## src/rtl/ex_bundle_issue_seq_if.sv

```systemverilog
// Bundle/execute handshake between ID, the issue sequencer and the 5-lane execute stage.
// Slot k of a bundle always maps to execute lane k+1.
interface ex_bundle_issue_seq_if #(
    parameter int unsigned CNT_W = 16
);
    logic               bndValid;
    logic               bndReady;
    logic [4:0]         bndMask;
    logic [104:0]       bndSrcIds;
    logic [34:0]        bndDstIds;
    logic [4:0]         bndMemOp;
    logic [4:0]         exLaneEn;
    logic               exGroupLast;
    logic [1:0]         exOK;
    logic               exFault;
    logic               flush;
    logic [CNT_W-1:0]   cntSplit;
    logic [CNT_W-1:0]   cntHold;

    modport master (
        output bndValid, bndMask, bndSrcIds, bndDstIds, bndMemOp, exOK, flush,
        input  bndReady, exLaneEn, exGroupLast, exFault, cntSplit, cntHold
    );

    modport slave (
        input  bndValid, bndMask, bndSrcIds, bndDstIds, bndMemOp, exOK, flush,
        output bndReady, exLaneEn, exGroupLast, exFault, cntSplit, cntHold
    );
endinterface

```

## src/rtl/ex_bundle_issue_seq.sv

```systemverilog
// Issue sequencer: splits a decoded 5-slot bundle into hazard-free in-order groups
// for the combined execute stage, repeating on HOLD and aborting on FAULT.
module ex_bundle_issue_seq #(
    parameter logic [6:0]  REG_NONE = 7'h7F,
    parameter int unsigned CNT_W    = 16
) (
    input  logic                   clock,
    input  logic                   reset,
    ex_bundle_issue_seq_if.slave   bus
);
    localparam int unsigned SLOTS  = 5;
    localparam int unsigned ID_W   = 7;
    localparam int unsigned SRC_W  = 3 * ID_W;

    localparam logic [1:0] EX_OK   = 2'd0;
    localparam logic [1:0] EX_HOLD = 2'd1;

    typedef enum logic [1:0] {
        IDLE    = 2'd0,
        ISSUE   = 2'd1,
        FAULTED = 2'd2
    } state_t;

    state_t                   state_q, state_d;
    logic [SLOTS-1:0]         pending_q, pending_d;
    logic [SLOTS*SRC_W-1:0]   src_q, src_d;
    logic [SLOTS*ID_W-1:0]    dst_q, dst_d;
    logic [1:0]               groups_q, groups_d;
    logic                     fault_q, fault_d;
    logic [CNT_W-1:0]         cnt_split_q, cnt_split_d;
    logic [CNT_W-1:0]         cnt_hold_q, cnt_hold_d;

    logic [SLOTS-1:0]         group;
    logic                     group_last;
    logic                     illegal;

    // Group = longest in-order prefix of pending slots free of RAW/WAW against earlier members
    always_comb begin
        logic open;
        logic started;
        logic hazard;
        logic [ID_W-1:0] wr;
        group   = '0;
        open    = 1'b1;
        started = 1'b0;
        for (int k = 0; k < int'(SLOTS); k++) begin
            hazard = 1'b0;
            for (int m = 0; m < int'(SLOTS); m++) begin
                wr = dst_q[ID_W*m +: ID_W];
                if (m < k && group[m] && wr != REG_NONE &&
                    (wr == src_q[SRC_W*k + 2*ID_W +: ID_W] ||
                     wr == src_q[SRC_W*k + ID_W +: ID_W] ||
                     wr == src_q[SRC_W*k +: ID_W] ||
                     wr == dst_q[ID_W*k +: ID_W]))
                    hazard = 1'b1;
            end
            if (pending_q[k] && open) begin
                if (started && hazard) begin
                    open = 1'b0;
                end else begin
                    group[k] = 1'b1;
                    started  = 1'b1;
                end
            end
        end
    end

    assign group_last = ((pending_q & ~group) == '0);
    // Only lane 1 owns the memory/control-register port
    assign illegal    = |(bus.bndMemOp & bus.bndMask & 5'b11110);

    always_comb begin
        state_d     = state_q;
        pending_d   = pending_q;
        src_d       = src_q;
        dst_d       = dst_q;
        groups_d    = groups_q;
        fault_d     = 1'b0;
        cnt_split_d = cnt_split_q;
        cnt_hold_d  = cnt_hold_q;

        if (bus.flush) begin
            pending_d = '0;
            state_d   = IDLE;
        end else begin
            case (state_q)
                IDLE: begin
                    if (bus.bndValid) begin
                        src_d    = bus.bndSrcIds;
                        dst_d    = bus.bndDstIds;
                        groups_d = 2'd0;
                        if (illegal) begin
                            pending_d = '0;
                            fault_d   = 1'b1;
                            state_d   = FAULTED;
                        end else begin
                            pending_d = bus.bndMask;
                            if (bus.bndMask != '0)
                                state_d = ISSUE;
                        end
                    end
                end
                ISSUE: begin
                    if (bus.exOK == EX_OK) begin
                        pending_d = pending_q & ~group;
                        if (groups_q != 2'd2)
                            groups_d = groups_q + 2'd1;
                        if (groups_q == 2'd1 && cnt_split_q != '1)
                            cnt_split_d = cnt_split_q + CNT_W'(1);
                        if (group_last)
                            state_d = IDLE;
                    end else if (bus.exOK == EX_HOLD) begin
                        if (cnt_hold_q != '1)
                            cnt_hold_d = cnt_hold_q + CNT_W'(1);
                    end else begin
                        pending_d = '0;
                        fault_d   = 1'b1;
                        state_d   = FAULTED;
                    end
                end
                FAULTED: ;
                default: begin
                    pending_d = '0;
                    state_d   = IDLE;
                end
            endcase
        end
    end

    always_ff @(posedge clock or posedge reset) begin
        if (reset) begin
            state_q     <= IDLE;
            pending_q   <= '0;
            src_q       <= '0;
            dst_q       <= '0;
            groups_q    <= 2'd0;
            fault_q     <= 1'b0;
            cnt_split_q <= '0;
            cnt_hold_q  <= '0;
        end else begin
            state_q     <= state_d;
            pending_q   <= pending_d;
            src_q       <= src_d;
            dst_q       <= dst_d;
            groups_q    <= groups_d;
            fault_q     <= fault_d;
            cnt_split_q <= cnt_split_d;
            cnt_hold_q  <= cnt_hold_d;
        end
    end

    // Lane enables follow registered state only, so reset drops them immediately
    assign bus.bndReady    = (state_q == IDLE);
    assign bus.exLaneEn    = (state_q == ISSUE) ? group : '0;
    assign bus.exGroupLast = (state_q == ISSUE) && group_last;
    assign bus.exFault     = fault_q;
    assign bus.cntSplit    = cnt_split_q;
    assign bus.cntHold     = cnt_hold_q;
endmodule

```

## src/flat_wrapper.sv

```systemverilog
// flat-port wrapper written by rule: the top's interface ports become plain ports
module ex_bundle_issue_seq_flat 
#(
    parameter logic [6:0]  REG_NONE = 7'h7F,
    parameter int unsigned CNT_W    = 16
)
  (clock, reset, bus_bndValid, bus_bndMask, bus_bndSrcIds, bus_bndDstIds, bus_bndMemOp, bus_exOK, bus_flush, bus_bndReady, bus_exLaneEn, bus_exGroupLast, bus_exFault, bus_cntSplit, bus_cntHold);
  ex_bundle_issue_seq_if #(.CNT_W(CNT_W)) bus_i ();
  input  logic clock;
  input  logic reset;
  input wire logic [$bits(bus_i.bndValid)-1:0] bus_bndValid;
  input wire logic [$bits(bus_i.bndMask)-1:0] bus_bndMask;
  input wire logic [$bits(bus_i.bndSrcIds)-1:0] bus_bndSrcIds;
  input wire logic [$bits(bus_i.bndDstIds)-1:0] bus_bndDstIds;
  input wire logic [$bits(bus_i.bndMemOp)-1:0] bus_bndMemOp;
  input wire logic [$bits(bus_i.exOK)-1:0] bus_exOK;
  input wire logic [$bits(bus_i.flush)-1:0] bus_flush;
  output wire logic [$bits(bus_i.bndReady)-1:0] bus_bndReady;
  output wire logic [$bits(bus_i.exLaneEn)-1:0] bus_exLaneEn;
  output wire logic [$bits(bus_i.exGroupLast)-1:0] bus_exGroupLast;
  output wire logic [$bits(bus_i.exFault)-1:0] bus_exFault;
  output wire logic [$bits(bus_i.cntSplit)-1:0] bus_cntSplit;
  output wire logic [$bits(bus_i.cntHold)-1:0] bus_cntHold;
  assign bus_i.bndValid = bus_bndValid;
  assign bus_i.bndMask = bus_bndMask;
  assign bus_i.bndSrcIds = bus_bndSrcIds;
  assign bus_i.bndDstIds = bus_bndDstIds;
  assign bus_i.bndMemOp = bus_bndMemOp;
  assign bus_i.exOK = bus_exOK;
  assign bus_i.flush = bus_flush;
  assign bus_bndReady = bus_i.bndReady;
  assign bus_exLaneEn = bus_i.exLaneEn;
  assign bus_exGroupLast = bus_i.exGroupLast;
  assign bus_exFault = bus_i.exFault;
  assign bus_cntSplit = bus_i.cntSplit;
  assign bus_cntHold = bus_i.cntHold;
  ex_bundle_issue_seq #(.REG_NONE(REG_NONE), .CNT_W(CNT_W)) u_core (.clock(clock), .reset(reset), .bus(bus_i));
endmodule
```

## config.mk

```make
export PLATFORM = sky130hd
export DESIGN_NAME = ex_bundle_issue_seq_flat
export DESIGN_NICKNAME = d
export VERILOG_FILES = /design/src/rtl/ex_bundle_issue_seq_if.sv /design/src/rtl/ex_bundle_issue_seq.sv /design/src/flat_wrapper.sv
export SDC_FILE = /design/constraint.sdc
export NUM_CORES = 1
export LEC_CHECK = 0
export BUFFER_PORTS_ARGS = -buffer_cell sky130_fd_sc_hd__buf_2
export CORE_MARGIN = 2
export CORE_UTILIZATION = 50
export DETAILED_ROUTE_END_ITERATION = 8
export PLACE_DENSITY_LB_ADDON = 0.2
export SETUP_SLACK_MARGIN = 0.4
export SLEW_MARGIN = 20
export SYNTH_ARGS = -nofsm -noshare
export SYNTH_HDL_FRONTEND = slang
export SYNTH_SLANG_ARGS = --single-unit
export TNS_END_PERCENT = 30
```

## constraint.sdc

```tcl
create_clock -name clock -period 12.5 [get_ports clock]
set_clock_uncertainty 0.05 [all_clocks]
set_input_delay 2.5 -clock clock [delete_from_list [all_inputs] [get_ports clock]]
set_output_delay 2.5 -clock clock [all_outputs]
set_load 0.01 [all_outputs]
```

==> metrics.cfg, run 1 <==
[cells_and_area]
utilization_pct = 58.52
fin_area_sq_mm = 0.01146
mostFrequentLayoutCell = xor2_1
fin_nets = 1203
drive_gt1_share_pct = 32.67
areaGrowthSynthToFinish_pct = 13.98
final_cell_mix = xor2_1 (176), buf_2 (173), dfrtp_1 (161), xnor2_1 (134), mux2_2 (120)

[detailed_routing]
wirelength_microns = 25460
drt_iter0_markers = 428
antenna_left = 0
via_per_inst = 5.414
post-route-drc-count = 0
dr_total_vias = 7174
firstDrtPassIters = 4
wire_per_inst_microns = 19.21

[sta]
max_freq_mhz = 159.3
slew_headroom_pct = 28.88
min_period_over_period_pct = 50.21
timing.final.ws_setup_ps = 6224
setup_violations = 0
worst_slew_pin_slew_ps = 1067
slew_viol_final = 0
rsz0062_at_grt = no
min_period_ps = 6276
finalSetupTns_ps = 0
finalHoldViolations = 0

[cts]
cts_setup_buffers = 0
cts_resized = 0
clk_latency_ps = 440
numCtsBuffers = 17
path_clk_slew_ps = 60
clkSinkCount = 161
cts_tree = yes
cts-hold-fix-buffers = 0
cts.path.max_buffers = 2
clock-root-buffer = clkbuf_16
htreeDepth = 4

[min_path]
holdPathStages = 1
min_from = u_core.bus.cntHold[7]
hold_class = reg2reg
hold_end = u_core.bus.cntHold[7]

[placed_design]
portBuffers = 173
placed_area_sq_mm = 0.01085
place_congestion = 0.9065
dp_hpwl_microns = 16960
pre_cts_slack_ps = 6757

[global_routing]
grt_max_degree = 101
grt_pass1_wl_microns = 41160
grt.total_usage_pct = 24.75
grt.overflow.total = 0
grt_antenna_before_repair = 5
grt_pass1_vias = 7374

[synthesis]
ys_warn_count = 0
synthArstFlopShare_pct = 100.0
syn-num-nets = 1088
avgSynthCellArea_sq_um = 10.84
ys_types = 49
yosysSeqAreaShare_pct = 40.06
synthFlopType = dfrtp_1
netlist_instances = 928
ys_ff_latch = 161
syn_area_sq_mm = 0.01006
synth_edf_count = 0

[power_and_ir_drop]
ir_worst_vdd_v = 0.0001092
power_density_mw_per_mm2 = 176.3
power_leakage_uw = 0.004944

[setup_path]
path_delay_family = simple AND/OR/NAND/NOR gates
cp_slowest_stage_delay_ps = 940
critical_path_buf_inv_count = 1
cp.arrival_ps = 3730
crit_required_ps = 9950
r2r-start = u_core.state_q[1]
r2r.worst_path.cells = 4
path_class = reg2out
r2r_end = u_core.src_q[48]
end_kind = output port
cp_cell_sequence = xor2_1, nor4_1, nand4_1, a41oi_2, nor2_2, and3_1, or3_1, nand2b_4, a2111oi_4, buf_2
regToRegSetupSlack_ps = 9320
slowest_stage = dfrtp_1
start_kind = flip-flop
cp_max_fo = 15

[die]
fp-row-count = 51
die_h_microns = 145.8
die_w_microns = 145.8
die_area_sq_mm = 0.02126
start_util_pct = 51.34
ios = 196
coreArea_sq_mm = 0.01959

[outcome]
status = finished clean

[run]
cap_violations = 0

==> power by group <==
| group | switching, uW | total [uW] | internal (uW) |
|---|---|---|---|
| Clock | 228 | 536 | 308 |
| Sequential | 243 | 864 | 622 |
| Combinational | 268 | 621 | 353 |
==> routing by layer <==
layer / GRT usage [%] / vias up / part of all wire [%]
met5: 0 / - / 0.051
met4: 6.765 / 2 / 1.8
met3: 7.524 / 38 / 7.0
met2: 39.95 / 199 / 46
met1: 32.45 / 3551 / 45
li1: - / 3384 / -
==> cells by family (layout without fill, tap and decap cells) <==
group / Yosys count / in the layout / synth area share [%]
xor+xnor: 310 / 310 / 27.00
simple gates: 196 / 196 / 10.75
flops: 161 / 161 / 40.06
mux: 120 / 120 / 13.44
buf+inv: 93 / 221 / 5.064
compound gates: 44 / 44 / 3.197
fa+ha+maj: 4 / 4 / 0.4977
other cells: 0 / 4 / 0
==> area by class of cell <==
| cell class | instances | area, sq um |
|---|---|---|
| fill | 1729 | 8127 |
| multi-input combinational | 674 | 5527 |
| sequential | 161 | 4029 |
| timing repair buffer | 182 | 933.4 |
| clock buffer | 19 | 452.9 |
| tap | 265 | 331.6 |
| clock inverter | 13 | 148.9 |
| inverter | 7 | 31.28 |
| antenna | 4 | 10.01 |
==> worst max path at each step <==
stage	startpoint	end	slack, ps	depth (start not counted)
5_1_grt	u_core.dst_q[7]	bus_exGroupLast	6050	10
4_1_cts	u_core.dst_q[13]	bus_exGroupLast	6210	10
6_report	u_core.dst_q[7]	bus_exGroupLast	6220	10
2_1_floorplan	reset	u_core.bus.cntHold[0]	5600	1
3_3_place_gp	u_core.dst_q[7]	bus_exGroupLast	6780	10
3_5_place_dp	u_core.dst_q[9]	bus_exGroupLast	6760	10
==> state kept, by name (all words and copies together) (netlist names) <==
name	cells
u_core.groups_q	2
u_core.src_q	84
u_core.dst_q	35
u_core.state_q	2
u_core.pending_q	5
u_core.bus.exFault	1
u_core.bus.cntSplit	16
u_core.bus.cntHold	16
==> synthesized netlist by cell type, types with 4 or more instances <==
cell / instances / area (sq um)
a21oi_1: 9 / 45.04
and3_1: 8 / 50.05
buf_1: 14 / 52.55
buf_2: 22 / 110.1
buf_4: 21 / 157.7
buf_6: 7 / 78.83
clkbuf_1: 21 / 78.83
dfrtp_1: 161 / 4029
ha_1: 4 / 50.05
inv_1: 7 / 26.28
mux2_2: 120 / 1351
nand2_1: 34 / 127.6
nand3_1: 15 / 75.07
nand4_1: 44 / 275.3
nor2_1: 21 / 78.83
nor3_1: 11 / 55.05
nor4_1: 42 / 262.8
o21ai_0: 9 / 45.04
xnor2_1: 134 / 1174
xor2_1: 176 / 1541
==> worst register-to-register path, cell delays in order, from the launching register on <==
cell     delay, ps
dfrtp_1        410
or2_2          380
nor2_4         780
buf_4          950
mux2_2         490
==> metrics by stage <==
stage | instances | power (uW) | hold WS [ps]
global route | 1322 | 2141 | 451.4
global placement | 1289 | 1468 | 416.3
CTS | 1321 | 2030 | 433.0
detailed placement | 1289 | 1489 | 422.6
finish | 1325 | 2021 | 429.7
floorplan | 928 | 1360 | 419.8
Power figures use the tool's default switching activity.
==> run 2: changes to the inputs <==
==> constraint.sdc (replaced) <==
create_clock -name clock -period 5.5 [get_ports clock]
set_clock_uncertainty 0.05 [all_clocks]
set_input_delay 1.1 -clock clock [delete_from_list [all_inputs] [get_ports clock]]
set_output_delay 1.1 -clock clock [all_outputs]
set_load 0.01 [all_outputs]
==> metrics.cfg, run 2 (synthesized netlist as in run 1, its figures left out) <==
[cts]
cts.path.max_buffers = 2  ; unchanged
clkSinkCount = 161  ; unchanged
clk_latency_ps = 430  ; about the same
clock-root-buffer = clkbuf_16
cts_setup_buffers = 0  ; unchanged
numCtsBuffers = 17  ; unchanged
path_clk_slew_ps = 70  ; about the same
cts_tree = yes
htreeDepth = 4  ; unchanged

[sta]
finalHoldViolations = 0  ; unchanged
max_freq_mhz = 206.3
min_period_over_period_pct = 88.13
worst_slew_pin_slew_ps = 971.5  ; -95.26 ps
timing.final.ws_setup_ps = 653.0  ; -5571 ps
finalSetupTns_ps = 0  ; unchanged
slew_viol_final = 0  ; unchanged
rsz0062_at_grt = no
min_period_ps = 4847
setup_violations = 0  ; unchanged
slew_headroom_pct = 35.23  ; +6.4 points

[detailed_routing]
via_per_inst = 5.489  ; +1.4%
dr_total_vias = 7289  ; +1.6%
wire_per_inst_microns = 19.10  ; -0.58%
wirelength_microns = 25370  ; -0.36%
firstDrtPassIters = 5  ; +1
antenna_left = 0  ; unchanged
post-route-drc-count = 0  ; unchanged
drt_iter0_markers = 377  ; -12%

[placed_design]
pre_cts_slack_ps = 926.9  ; -5830 ps
place_congestion = 0.8871  ; -2.1%
dp_hpwl_microns = 17230  ; +1.6%
placed_area_sq_mm = 0.01091  ; +0.56%
portBuffers = 173  ; unchanged

[cells_and_area]
drive_gt1_share_pct = 33.43  ; +0.76 points
nFillCells = 1730  ; +0.058%
fin_area_sq_mm = 0.01156  ; +0.82%
mostFrequentLayoutCell = xor2_1
regMostFlops = u_core.src_q
fin_nets = 1209  ; +0.50%
top_regs = u_core.src_q: 84 flops, u_core.dst_q: 35 flops
final_cell_mix = xor2_1 (176), buf_2 (173), dfrtp_1 (157), xnor2_1 (134), mux2_2 (120)
largest_register_ffs = 84  ; unchanged
areaGrowthSynthToFinish_pct = 14.92

[die]
start_util_pct = 51.34  ; unchanged
die_area_sq_mm = 0.02126  ; unchanged
ios = 196  ; unchanged
fp-row-count = 51  ; unchanged
coreArea_sq_mm = 0.01959  ; unchanged
die_w_microns = 145.8  ; unchanged
die_h_microns = 145.8  ; unchanged

[power_and_ir_drop]
p_switching_uw = 1698  ; +130%
finalPower_uw = 4671  ; +130%
power.internal_uw = 2973  ; +130%
p_seq_share_pct = 42.9  ; about the same
ir_worst_vdd_v = 0.0002180  ; +100%
power_leakage_uw = 0.004987  ; +0.87%
p_comb_share_pct = 29.9  ; -0.8 points
power_density_mw_per_mm2 = 404.2  ; +130%
p_clk_share_pct = 27.2  ; +0.7 points
sw_frac_of_total_pct = 36.35  ; -0.17 points

[min_path]
hold_class = reg2reg

[run]
cap_violations = 0  ; unchanged

[global_routing]
grt_max_degree = 162  ; +60%
grt_pass1_wl_microns = 40370  ; -1.9%
grt.overflow.total = 0  ; unchanged
grt_pass1_vias = 7342  ; -0.43%
grt.total_usage_pct = 24.24  ; -0.51 points
grt_antenna_before_repair = 3  ; -2

[setup_path]
critical_path_buf_inv_count = 2  ; +1
cp_max_fo = 12  ; -3
cp.arrival_ps = 3700  ; -30 ps
cp_slowest_stage_delay_ps = 610  ; -330 ps
end_kind = output port
start_kind = flip-flop
slowest_stage = dfrtp_1
path_class = reg2out
cp_cell_sequence = buf_4, nand4_1, o21ai_1, a41oi_2, and2_1, nor2_1, nand3_1, or3_1, a2111oi_4, buf_2
crit_required_ps = 4350  ; -5600 ps
path_delay_family = simple AND/OR/NAND/NOR gates

[outcome]
status = finished clean

[run 2: cell count changes in the layout (fill, tap and decap cells not counted), sizes merged]
cell	delta
bufinv	+1
clkinv	-1
buf	+5
inv	+1
diode	-3
[run 2: per-layer routing]
layer / part of all wire, % / routed length (microns) / vias up / GRT usage (%)
li1: - / - / 3411 / -
met1: 45 / 11420 / 3615 / 33.23
met2: 46 / 11630 / 215 / 37.52
met3: 7.0 / 1787 / 44 / 6.301
met4: 2.0 / 500 / 4 / 8.088
met5: 0.083 / 21 / - / 0
[run 2: cell type report]
| type | count | area (sq um) | area share, % |
|---|---|---|---|
| multi-input cells | 674 | 5527 | 47.82 |
| flip-flops and latches | 161 | 4034 | 34.90 |
| repair buffers | 188 | 1001 | 8.661 |
| clock buffers | 18 | 439.2 | 3.800 |
| well taps | 265 | 331.6 | 2.869 |
| clock inverters | 14 | 192.7 | 1.667 |
| inverters | 7 | 30.03 | 0.2598 |
| diodes | 1 | 2.502 | 0.02165 |
[run 2: repair_timing]
action / in CTS / in global routing
setup endpoints to repair: 0 / 1
resized for setup: 0 / 4
hold buffers: 0 / 0
[run 2: power groups by stage]
stage,logic [uW],clock network (uW),registers [uW]
3_3_place_gp,1350,0,2010
3_5_place_dp,1390,0,2020
5_1_grt,1540,1350,2040
4_1_cts,1400,1290,1990
6_report,1400,1270,2010
2_1_floorplan,1510,0,1590
[run 2: final timing paths]
check / start / endpoint / slack [ps] / cells after the start
max: u_core.dst_q[5] / bus_exGroupLast / 650 / 10
min: u_core.bus.cntHold[7] / u_core.bus.cntHold[7] / 440 / 1
max reg2reg: u_core.dst_q[5] / u_core.state_q[0] / 2550 / 8
min reg2reg: u_core.bus.cntHold[7] / u_core.bus.cntHold[7] / 440 / 1
max in group asynchronous: reset / u_core.dst_q[0] / 3910 / 3
min in group asynchronous: reset / u_core.src_q[37] / 870 / 3
[run 2: metrics by stage]
| stage | hold WS, ps | util, % | instances |
|---|---|---|---|
| 2_1_floorplan | 419.8 | - | 928 |
| 3_3_place_gp | 415.6 | 55.71 | 1294 |
| 3_5_place_dp | 427.2 | 55.71 | 1294 |
| 4_1_cts | 438.1 | 58.93 | 1326 |
| 5_1_grt | 461.4 | 58.98 | 1327 |
| 6_report | 436.9 | 59.00 | 1328 |
